### src/rtl/alu_op_sequencer.sv
// Multi-cycle instruction sequencer for the 16-bit ALU datapath: decode, operand
// read, execute (single-cycle, MUL latency, DIV handshake), and register write-back.
module alu_op_sequencer #(
   parameter int unsigned MUL_LAT     = 2,
   parameter int unsigned DIV_TIMEOUT = 64
) (
   input  logic        clk,
   input  logic        rst,
   input  logic        instr_valid,
   input  logic [31:0] instr,
   output logic        instr_ready,
   output logic [4:0]  rf_raddr_a,
   output logic [4:0]  rf_raddr_b,
   output logic        op_valid,
   output logic [5:0]  alu_sel,
   input  logic [15:0] alu_result,
   input  logic [31:0] mul_result,
   output logic        div_start,
   input  logic        div_done,
   output logic        rf_we,
   output logic [4:0]  rf_waddr,
   output logic [15:0] rf_wdata,
   output logic        done,
   output logic        err
);

   localparam int unsigned CNT_MAX = (MUL_LAT > DIV_TIMEOUT) ? MUL_LAT : DIV_TIMEOUT;
   localparam int unsigned CW      = $clog2(CNT_MAX + 1);

   localparam logic [5:0] OP_MUL = 6'b000111;
   localparam logic [5:0] OP_DIV = 6'b001000;

   typedef enum logic [2:0] {
      S_IDLE, S_READ, S_EXEC, S_WB_LO, S_WB_HI, S_ERR
   } state_t;

   state_t        state, state_d;
   logic [4:0]    rdst1, rdst1_d, rdst2, rdst2_d;
   logic [15:0]   prod_hi, prod_hi_d;
   logic [CW-1:0] cnt, cnt_d;

   logic          instr_ready_d, op_valid_d, div_start_d, rf_we_d, done_d, err_d;
   logic [4:0]    raddr_a_d, raddr_b_d, rf_waddr_d;
   logic [5:0]    alu_sel_d;
   logic [15:0]   rf_wdata_d;
   logic          accept;

   // Immediate/function bits of the word are not used by this datapath.
   logic unused_instr;
   assign unused_instr = ^instr[15:10];

   assign accept = instr_valid && instr_ready;

   function automatic logic is_legal(input logic [5:0] op);
      case (op)
         6'b000000, 6'b000100, 6'b000101, 6'b000110, 6'b000111,
         6'b001000, 6'b001001, 6'b001010, 6'b001011, 6'b001100,
         6'b001101, 6'b001110, 6'b001111, 6'b010000: return 1'b1;
         default: return 1'b0;
      endcase
   endfunction

   always_ff @(posedge clk) begin
      if (rst) begin
         state       <= S_IDLE;
         instr_ready <= 1'b1;
         rf_raddr_a  <= '0;
         rf_raddr_b  <= '0;
         op_valid    <= 1'b0;
         alu_sel     <= '0;
         div_start   <= 1'b0;
         rf_we       <= 1'b0;
         rf_waddr    <= '0;
         rf_wdata    <= '0;
         done        <= 1'b0;
         err         <= 1'b0;
         rdst1       <= '0;
         rdst2       <= '0;
         prod_hi     <= '0;
         cnt         <= '0;
      end else begin
         state       <= state_d;
         instr_ready <= instr_ready_d;
         rf_raddr_a  <= raddr_a_d;
         rf_raddr_b  <= raddr_b_d;
         op_valid    <= op_valid_d;
         alu_sel     <= alu_sel_d;
         div_start   <= div_start_d;
         rf_we       <= rf_we_d;
         rf_waddr    <= rf_waddr_d;
         rf_wdata    <= rf_wdata_d;
         done        <= done_d;
         err         <= err_d;
         rdst1       <= rdst1_d;
         rdst2       <= rdst2_d;
         prod_hi     <= prod_hi_d;
         cnt         <= cnt_d;
      end
   end

   // Outputs are computed for the next state so they line up with it once registered.
   always_comb begin
      state_d       = state;
      instr_ready_d = 1'b0;
      raddr_a_d     = rf_raddr_a;
      raddr_b_d     = rf_raddr_b;
      op_valid_d    = 1'b0;
      alu_sel_d     = alu_sel;
      div_start_d   = 1'b0;
      rf_we_d       = 1'b0;
      rf_waddr_d    = rf_waddr;
      rf_wdata_d    = rf_wdata;
      done_d        = 1'b0;
      err_d         = 1'b0;
      rdst1_d       = rdst1;
      rdst2_d       = rdst2;
      prod_hi_d     = prod_hi;
      cnt_d         = cnt;

      case (state)
         S_IDLE: begin
            if (accept) begin
               alu_sel_d = instr[31:26];
               rdst2_d   = instr[25:21];
               rdst1_d   = instr[20:16];
               raddr_b_d = instr[9:5];
               raddr_a_d = instr[4:0];
               if (is_legal(instr[31:26])) begin
                  state_d = S_READ;
               end else begin
                  state_d = S_ERR;
                  err_d   = 1'b1;
                  done_d  = 1'b1;
               end
            end else begin
               instr_ready_d = 1'b1;
            end
         end
         S_READ: begin
            state_d     = S_EXEC;
            op_valid_d  = 1'b1;
            cnt_d       = '0;
            div_start_d = (alu_sel == OP_DIV);
         end
         S_EXEC: begin
            cnt_d = cnt + CW'(1);
            if (alu_sel == OP_MUL) begin
               if (cnt == CW'(MUL_LAT - 1)) begin
                  state_d    = S_WB_LO;
                  rf_we_d    = 1'b1;
                  rf_waddr_d = rdst1;
                  rf_wdata_d = mul_result[15:0];
                  prod_hi_d  = mul_result[31:16];
               end else begin
                  op_valid_d = 1'b1;
               end
            end else if (alu_sel == OP_DIV) begin
               if (div_done) begin
                  state_d    = S_WB_LO;
                  rf_we_d    = 1'b1;
                  rf_waddr_d = rdst1;
                  rf_wdata_d = alu_result;
                  done_d     = 1'b1;
               end else if (cnt == CW'(DIV_TIMEOUT - 1)) begin
                  state_d = S_ERR;
                  err_d   = 1'b1;
                  done_d  = 1'b1;
               end else begin
                  op_valid_d = 1'b1;
               end
            end else begin
               state_d    = S_WB_LO;
               rf_we_d    = 1'b1;
               rf_waddr_d = rdst1;
               rf_wdata_d = alu_result;
               done_d     = 1'b1;
            end
         end
         S_WB_LO: begin
            if (alu_sel == OP_MUL) begin
               state_d    = S_WB_HI;
               rf_we_d    = 1'b1;
               rf_waddr_d = rdst2;
               rf_wdata_d = prod_hi;
               done_d     = 1'b1;
            end else begin
               state_d       = S_IDLE;
               instr_ready_d = 1'b1;
            end
         end
         S_WB_HI, S_ERR: begin
            state_d       = S_IDLE;
            instr_ready_d = 1'b1;
         end
         default: begin
            state_d       = S_IDLE;
            instr_ready_d = 1'b1;
         end
      endcase
   end

endmodule

### config.mk
export PLATFORM = sky130hd
export DESIGN_NAME = alu_op_sequencer
export DESIGN_NICKNAME = d
export VERILOG_FILES = /design/src/rtl/alu_op_sequencer.sv
export SDC_FILE = /design/constraint.sdc
export NUM_CORES = 1
export LEC_CHECK = 0
export ABC_CLOCK_PERIOD_IN_PS = 2090
export CAP_MARGIN = 30
export CORE_ASPECT_RATIO = 2
export CORE_MARGIN = 2
export CORE_UTILIZATION = 40
export CTS_BUF_LIST = sky130_fd_sc_hd__clkbuf_8
export CTS_CLUSTER_DIAMETER = 40
export DETAILED_ROUTE_END_ITERATION = 16
export PLACE_DENSITY = 0.72
export SYNTH_ARGS = -nofsm -noshare
export SYNTH_HDL_FRONTEND = slang
export SYNTH_SLANG_ARGS = --single-unit
### constraint.sdc
create_clock -name clk -period 2.09 [get_ports clk]
set_input_delay 0.209 -clock clk [delete_from_list [all_inputs] [get_ports clk]]
set_output_delay 0.209 -clock clk [all_outputs]
set_load 0.01 [all_outputs]
# After elaboration in Yosys (flattened, before gate mapping)

Memories as Yosys holds them, arrays and structs flattened.
Cells that the tools add are included.
W data, S select, Z words.

Bits in registers: 79
Bits in latches: 0
RAM bits: 0
ROM bits: 32
Input port bits: 84
Output and inout port bits: 43
Logic and storage cells: 92
Memories: 1

Memories:

| memory          | words | width | rd ports | clocked after memory_dff | write ports | line | RTL |
|---|---|---|---|---|---|---|---|
| (no name shown) | 32    | 1     | 1        | 0                        | 0           | 55   | `case (op)` |

Add/sub/neg operators: 1
Multiply operators: 0
Divide/modulo/power cells: 0
Magnitude comparators: 0
Equal/unequal tests: 12
Shift operators: 0
Mux-type cells: 51
Bitwise operators: 1
Reduce and logical (&&, ||, !) cells: 10

Operators by type and width:

| kind                  | number |
|---|---|
| $mux W16              | 5 |
| $pmux W16 S2          | 1 |
| $mux W5               | 5 |
| $mux W1               | 24 |
| $mux W3               | 8 |
| $pmux W7 S2           | 1 |
| $pmux W3 S4           | 1 |
| $pmux W5 S2           | 1 |
| $add A7 B1 Y7 const B | 1 |
| $eq A7 B1 Y1 const B  | 1 |
| $eq A7 B6 Y1 const B  | 1 |
| $eq A3 B2 Y1 const B  | 2 |
| $eq A6 B3 Y1 const B  | 1 |
| $eq A6 B4 Y1 const B  | 1 |
| $pmux W1 S2           | 3 |
| $pmux W1 S3           | 2 |
| $reduce_and A3 Y1     | 2 |
| $ne A5 B5 Y1 const B  | 1 |
| $ne A2 B2 Y1 const B  | 2 |
| $ne A4 B4 Y1 const B  | 1 |
| $reduce_and A4 Y1     | 1 |
| $reduce_bool A2 Y1    | 2 |
| $reduce_or A2 Y1      | 2 |
| $eq A3 B1 Y1 const B  | 1 |
| other kinds (5)       | 5 |

# Longest topological paths before layout

Gate-level depths: netlist of the first run.
An unclocked memory read counts as a cell.

Word-level depth: 7
Depth in mapped cells: 8

# Worst setup path after synthesis of the first run

Ideal clock, no wire load.

Path type: register to register
From: register alu_sel[0]
To: register rf_wdata[0]
Data arrival time: 1.572 ns
Data required time: 1.973 ns
Slack: 0.400 ns
Stages on the path, launching flop included: 7
Path buffers: 1
Period minus slack after synthesis: 1.690 ns
Cells stage by stage: dfxtp_1 or4b_1 nor3_2 a211oi_4 nor2_4 buf_4 o21ai_1

Longest elaborated chain between the ends: 4

RTL lines:

| element                  | line | RTL |
|---|---|---|
| start: declaration       | 15   | `output logic [5:0] alu_sel,` |
| start signal: assignment | 87   | `alu_sel <= alu_sel_d;` |
| $eq A6 B4 Y1             | 157  | `end else if (alu_sel == OP_DIV) begin` |
| $mux W16                 | 157  |  |
| $mux W16                 | 147  | `if (alu_sel == OP_MUL) begin` |
| $pmux W16 S2             | 120  | `case (state)` |
| end signal: assignment   | 91   | `rf_wdata <= rf_wdata_d;` |
| end: declaration         | 22   | `output logic [15:0] rf_wdata,` |

Several ways; a longest one is shown, not always the timed one.
A chain may end at the register's enable or synchronous reset.

# Worst setup path after layout of the first run

From: register cnt[2]
To: register rf_we

Longest elaborated chain between the ends: 4

RTL lines:

| element                  | line | RTL |
|---|---|---|
| start: declaration       | 40   | `logic [CW-1:0] cnt, cnt_d;` |
| start signal: assignment | 97   | `cnt <= cnt_d;` |
| $eq A7 B1 Y1             | 148  | `if (cnt == CW'(MUL_LAT - 1)) begin` |
| $mux W1                  | 148  |  |
| $mux W1                  | 147  |  |
| $pmux W1 S2              | 120  |  |
| end signal: assignment   | 89   | `rf_we <= rf_we_d;` |
| end: declaration         | 20   | `output logic rf_we,` |

Every way passes these cells.

==> flow_metrics.env, run 1 <==
export IMPL_status="completed"
export IMPL_yosysSeqAreaShare=0.430
export IMPL_rsz0062_at_grt="no"
export IMPL_ir_worst_vdd_mv=0.594
export IMPL_period_minus_slack_ps=1990
export IMPL_skew_ps=10.4
export IMPL_n_fill_cell=854
export IMPL_cts_buffers=9
export IMPL_synth_edf_count=0
export IMPL_slew_viol_final=0
export IMPL_synth_mux_area_frac=0.0167
export IMPL_cp_start_kind="flop"
export IMPL_synth_largest_area_cell="dfxtp_1"
export IMPL_cts_tree="yes"
export IMPL_overflow=0
export IMPL_h_tree_depth=3
export IMPL_dr_total_vias=3763
export IMPL_dp_slack_ps=-192
export IMPL_path_clk_slew_ps=80
export IMPL_slew_headroom=0.409
export IMPL_drc=0
export IMPL_area_growth_pct=41.7
export IMPL_worstHoldPathType="primary input to flop"
export IMPL_ys_types=55
export IMPL_cts_root_buf="clkbuf_8"
export IMPL_die_area_um2=10000
export IMPL_synth_adder_area_share=0.00680
export IMPL_finalHoldViolCount=0
export IMPL_tightestPinTransition_ps=887
export IMPL_layout_setup_ws_ps=99.5
export IMPL_coreArea_um2=8950
export IMPL_syn_area_um2=3680
export IMPL_drt_wl_total_um=11000
export IMPL_synth_simple_area_share=0.289
export IMPL_synth_area_leaders="dfxtp_1, nand2_1, a21oi_1"
export IMPL_drive_gt1_frac=0.0861
export IMPL_worst_setup_path_type="flop to flop"
export IMPL_synthArstFlopShare=0
export IMPL_grt_start_max_net_pins=48
export IMPL_port_buffers=120
export IMPL_fmax_mhz=502
export IMPL_synth_top_area_frac=0.430
export IMPL_critPathSlowestCell="a2111oi_2"
export IMPL_post_route_period_util=0.952
export IMPL_nets=663
export IMPL_post_route_util=0.583
export IMPL_worstSkewPairLatency_ps=350
export IMPL_power_density_nw_per_um2=992
export IMPL_crit_chain="nor4_4, and3b_1, o21ai_0, a2111oi_2, buf_4"
export IMPL_grt_first_pass_wirelength_um=17500
export IMPL_die_h_um=140
export IMPL_p_leak_uw=0.00189
export IMPL_synthFlopType="dfxtp_1"
export IMPL_post_synth_top_count_cell="nand2_1"
export IMPL_synth_xor_area_frac=0
export IMPL_grt_pass1_vias=3715
export IMPL_synth_compound_area_frac=0.210
export IMPL_row_count=49
export IMPL_cts_buffer_depth=2
export IMPL_start_util=0.411
export IMPL_cp_end_kind="flop"
export IMPL_drtPass1Iterations=4
export IMPL_synth_fp_nets=549
export IMPL_slowest_delay_ps=570
export IMPL_drt_initial_drc_count=168
export IMPL_antenna_found_initial=0
export IMPL_drv_cap=0
export IMPL_ys_ff_latch=79
export IMPL_antenna_left=0
export IMPL_syn_inst=463
export IMPL_diodes=0
export IMPL_yosysWarnings=0
export IMPL_synth_top_family_by_area="simple AND/OR/NAND/NOR gates"
export IMPL_clock_sinks=79
export IMPL_num_io_pins=127
export IMPL_setup_viol=0
export IMPL_die_w_um=71.8
export IMPL_track_usage=0.222
export IMPL_place_hpwl_um=8010
export IMPL_syn_area_per_cell_um2=7.95
export IMPL_synth_commonest_cells="nand2_1, dfxtp_1, a21oi_1"
export IMPL_gp_congestion=0.896
export IMPL_worstPathRequired_ps=2390
export IMPL_worstPathArrival_ps=2290
export IMPL_path_max_fanout=7
export IMPL_wire_per_inst_um=16.1
export IMPL_viasPerCell=5.51
## cell families after synthesis
| family | count (synthesis) |
|---|---|
| AOI/OAI and AO/OA | 122 |
| adders and majority gates | 2 |
| buffers and inverters | 37 |
| DFF | 79 |
| muxes | 6 |
| and+or+nand+nor | 217 |
## critical path, delay by kind of cell, from the launching register on
kind	cells	cell delay [ps]
AND/OR/NAND/NOR	2	650
flip-flops	1	380
AO/OA/AOI/OAI	2	720
buffers and inverters	1	190
## per-layer routing
| layer | up-vias | wire length, µm | global-route usage |
|---|---|---|---|
| li1 | 1854 | - | - |
| met1 | 1752 | 4090 | 0.234 |
| met2 | 135 | 5910 | 0.396 |
| met3 | 22 | 572 | 0.0420 |
| met4 | 0 | 410 | 0.133 |
| met5 | - | 0 | 0 |
## layout make-up
type                            instances  area, µm²  area share
Clock buffer                            9        124      0.0237
Timing Repair Buffer                  139       1390       0.266
Tap cell                              102        128      0.0245
Multi-Input combinational cell        347       1930       0.370
Inverter                                1       3.75    0.000719
Clock inverter                          6       61.3      0.0118
Sequential cell                        79       1580       0.303
## layout by cell type (no fill, tap or decap), types with 3 or more instances in the layout
master	n
nor3_1	10
nand3_1	4
buf_12	4
a21oi_1	56
nand2_1	132
clkbuf_8	9
nand4b_1	17
nand2b_1	4
dfxtp_1	79
clkinv_2	3
nor2_1	23
a211oi_1	6
buf_4	15
clkdlybuf4s50_1	119
mux2i_1	5
o21ai_1	12
a311o_1	16
o21ai_0	17
## metrics by stage
step	total power, µW	setup TNS [ps]	std cells	hold slack, ps	instance area, µm²
after global routing	5500	0	683	373	5220
after global placement	4000	-209	666	439	5000
final	5180	0	683	396	5220
after detailed placement	4060	-192	666	446	5000
after floorplan	3170	0	463	345	3680
after CTS	5180	0	681	370	5190
## path summary, 6_finish.rpt
path               from          to  slack [ps]  cells after the start
max              cnt[2]       rf_we         100                      5
min           instr[24]    rdst2[3]         400                      3
max reg2reg      cnt[2]       rf_we         100                      5
min reg2reg  prod_hi[2]  prod_hi[2]         460                      2
## where the power goes
group	switching, µW	internal, µW	total, µW
Sequential	190	1770	1960
Combinational	1110	1010	2120
Clock	553	543	1100
## state kept, by name, summed over array words and instances, names as in the netlist
signal / flops
prod_hi: 16
rf_wdata: 16
cnt: 7
alu_sel: 6
rdst1: 5
rdst2: 5
rf_raddr_a: 5
rf_raddr_b: 5
rf_waddr: 5
state: 3
div_start: 1
done: 1
err: 1
instr_ready: 1
op_valid: 1
rf_we: 1
## timing repair
item | in CTS | in global routing
hold buffers | 0 | 0
pin swaps | 0 | 1
gates cloned | 0 | 0
buffers inserted | 0 | 2
gates resized for setup | 2 | 0
endpoints found under the setup margin | 1 | 2
Note: power is estimated with default switching activity, not from simulation.
==> run 2: changes to the inputs <==
CORE_MARGIN = 3   (was 2)
REMOVE_ABC_BUFFERS = 1   (was not set)
SLEW_MARGIN = 30   (was not set)
==> run 2 against run 1 <==
  * Die area rose by 4.3%
  * Clock skew rose by 2.1 ps
  * Combinational power is 4% lower
  * Flip-flop and latch count did not move
  * Register-to-register slack better by 60 ps
  * Fmax increased by 3.3%
  * Sequential share of layout area fell by 0.27 points
==> flow_metrics.env, run 2 (synthesis results as in run 1) <==
export IMPL_start_util=0.420
export IMPL_num_io_pins=127
export IMPL_seq_power_share=0.364
export IMPL_cp_end_kind="flop"
export IMPL_multiInputGateArea_um2=1920
export IMPL_ctsResizeCount=0
export IMPL_p_leak_uw=0.00192
export IMPL_nets=665
export IMPL_h_tree_depth=3
export IMPL_hold_path_end="rf_raddr_b[2]"
export IMPL_grt_first_pass_wirelength_um=16900
export IMPL_sw_frac_of_total=0.344
export IMPL_worstSkewPairLatency_ps=360
export IMPL_setup_viol=0
export IMPL_antenna_left=0
export IMPL_port_buffers=120
export IMPL_placed_cell_area_um2=5010
export IMPL_area_growth_pct=43.0
export IMPL_cts_buffers=9
export IMPL_n_fill_cell=826
export IMPL_path_clk_slew_ps=90
export IMPL_ir_worst_vdd_mv=0.647
export IMPL_die_h_um=142
export IMPL_place_hpwl_um=7730
export IMPL_fin_area_um2=5270
export IMPL_period_minus_slack_ps=1930
export IMPL_place_inst=668
export IMPL_hold_buffers=0
export IMPL_row_count=48
export IMPL_cts_root_buf="clkbuf_8"
export IMPL_drc=0
export IMPL_drv_cap=0
export IMPL_skew_ps=12.5
export IMPL_tightestPinTransition_ps=640
export IMPL_worstHoldPathType="primary input to flop"
export IMPL_worst_setup_path_type="flop to flop"
export IMPL_ff2ff_path_depth=5
export IMPL_wire_per_inst_um=15.4
export IMPL_dr_total_vias=3709
export IMPL_reg2reg_to="state[0]"
export IMPL_die_w_um=73.8
export IMPL_finalHoldViolCount=0
export IMPL_track_usage=0.204
export IMPL_fin_cells=684
export IMPL_drt_wl_total_um=10500
export IMPL_final_cell_mix="nand2_1, clkdlybuf4s50_1, dfxtp_1"
export IMPL_internal_power_uw=3550
export IMPL_cp_start_kind="flop"
export IMPL_top_regs="prod_hi x16, rf_wdata x16, cnt x7"
export IMPL_path_max_fanout=5
export IMPL_fmax_mhz=519
export IMPL_hold_start="rst"
export IMPL_overflow=0
export IMPL_holdWs_ps=366
export IMPL_layout_commonest_cell="nand2_1"
export IMPL_drive_gt1_frac=0.0890
export IMPL_diodes=0
export IMPL_status="completed"
export IMPL_r2r_start="alu_sel[0]"
export IMPL_die_area_um2=10500
export IMPL_drt_initial_drc_count=177
export IMPL_cts_buffer_depth=2
export IMPL_antenna_found_initial=0
export IMPL_coreArea_um2=8770
export IMPL_slew_headroom=0.573
export IMPL_p_sw_uw=1860
export IMPL_regToRegSetupSlack_ps=160
export IMPL_grt_pass1_vias=3623
export IMPL_worstPathArrival_ps=2140
export IMPL_regArea_um2=1580
export IMPL_cts_tree="yes"
export IMPL_pwr_share_clk=0.261
export IMPL_cts_setup_buffers=0
export IMPL_gp_congestion=0.847
export IMPL_post_route_period_util=0.922
export IMPL_rsz0062_at_grt="no"
export IMPL_clock_sinks=79
export IMPL_power_density_nw_per_um2=1030
export IMPL_hold_path_depth=2
export IMPL_comb_power_share=0.375
export IMPL_slew_viol_final=0
export IMPL_drtPass1Iterations=4
export IMPL_p_total_uw=5410
export IMPL_grt_start_max_net_pins=47
export IMPL_viasPerCell=5.42
export IMPL_worstPathRequired_ps=2310
==> run 2: changes by cell type in the layout (fill, tap and decap cells not counted), sizes merged <==
cell / delta
clkinv: -2
bufinv: +2
inv: +2
clkinvlp: -1
buf: +2
==> run 2: how the worst max path moves through the flow <==
| stage | start | slack (ps) | end | cells past startpoint |
|---|---|---|---|---|
| global placement | alu_sel[0] | 230 | rf_wdata[7] | 5 |
| detailed placement | alu_sel[0] | 190 | rf_wdata[7] | 5 |
| floorplan | state[1] | -780 | rf_we | 3 |
| CTS | alu_sel[0] | 180 | rf_wdata[7] | 5 |
| finish | alu_sel[0] | 160 | state[0] | 5 |
| global route | alu_sel[0] | 40 | rf_wdata[6] | 5 |
==> run 2: critical path, cell delays in order (launching register included) <==
cell and delay (ps):
dfxtp_1 350, nor4b_1 530, nand2_1 290, or3_1 410, o21ai_1 150, nor3_1 70
==> run 2: area by class of cell <==
type	instances	share of cell area
multi-input combinational	347	0.365
sequential	79	0.300
timing repair buffer	141	0.262
clock inverter	7	0.0242
tap	100	0.0238
clock buffer	9	0.0235
inverter	1	0.000713
==> run 2: routing by layer <==
metal	vias to the layer above	track usage	wire (µm)
li1	1856	-	-
met1	1729	0.220	4000
met2	113	0.366	5690
met3	11	0.0574	678
met4	0	0.0707	178
met5	-	0	0
==> run 2: power groups by stage <==
stage | Combinational, µW | Clock, µW | Sequential, µW
detailed placement | 2040 | 0 | 2000
finish | 2030 | 1410 | 1970
CTS | 2050 | 1450 | 1960
global route | 2230 | 1520 | 2010
global placement | 2000 | 0 | 1990
floorplan | 940 | 0 | 2100
==> run 2: per-stage QoR <==
step | TNS, ps | utilization | worst slack, ps
2_1_floorplan | -15020 | - | -783
6_report | 0 | 0.600 | 162
3_5_place_dp | 0 | 0.572 | 186
4_1_cts | 0 | 0.600 | 179
5_1_grt | 0 | 0.600 | 35.6
3_3_place_gp | 0 | 0.572 | 227
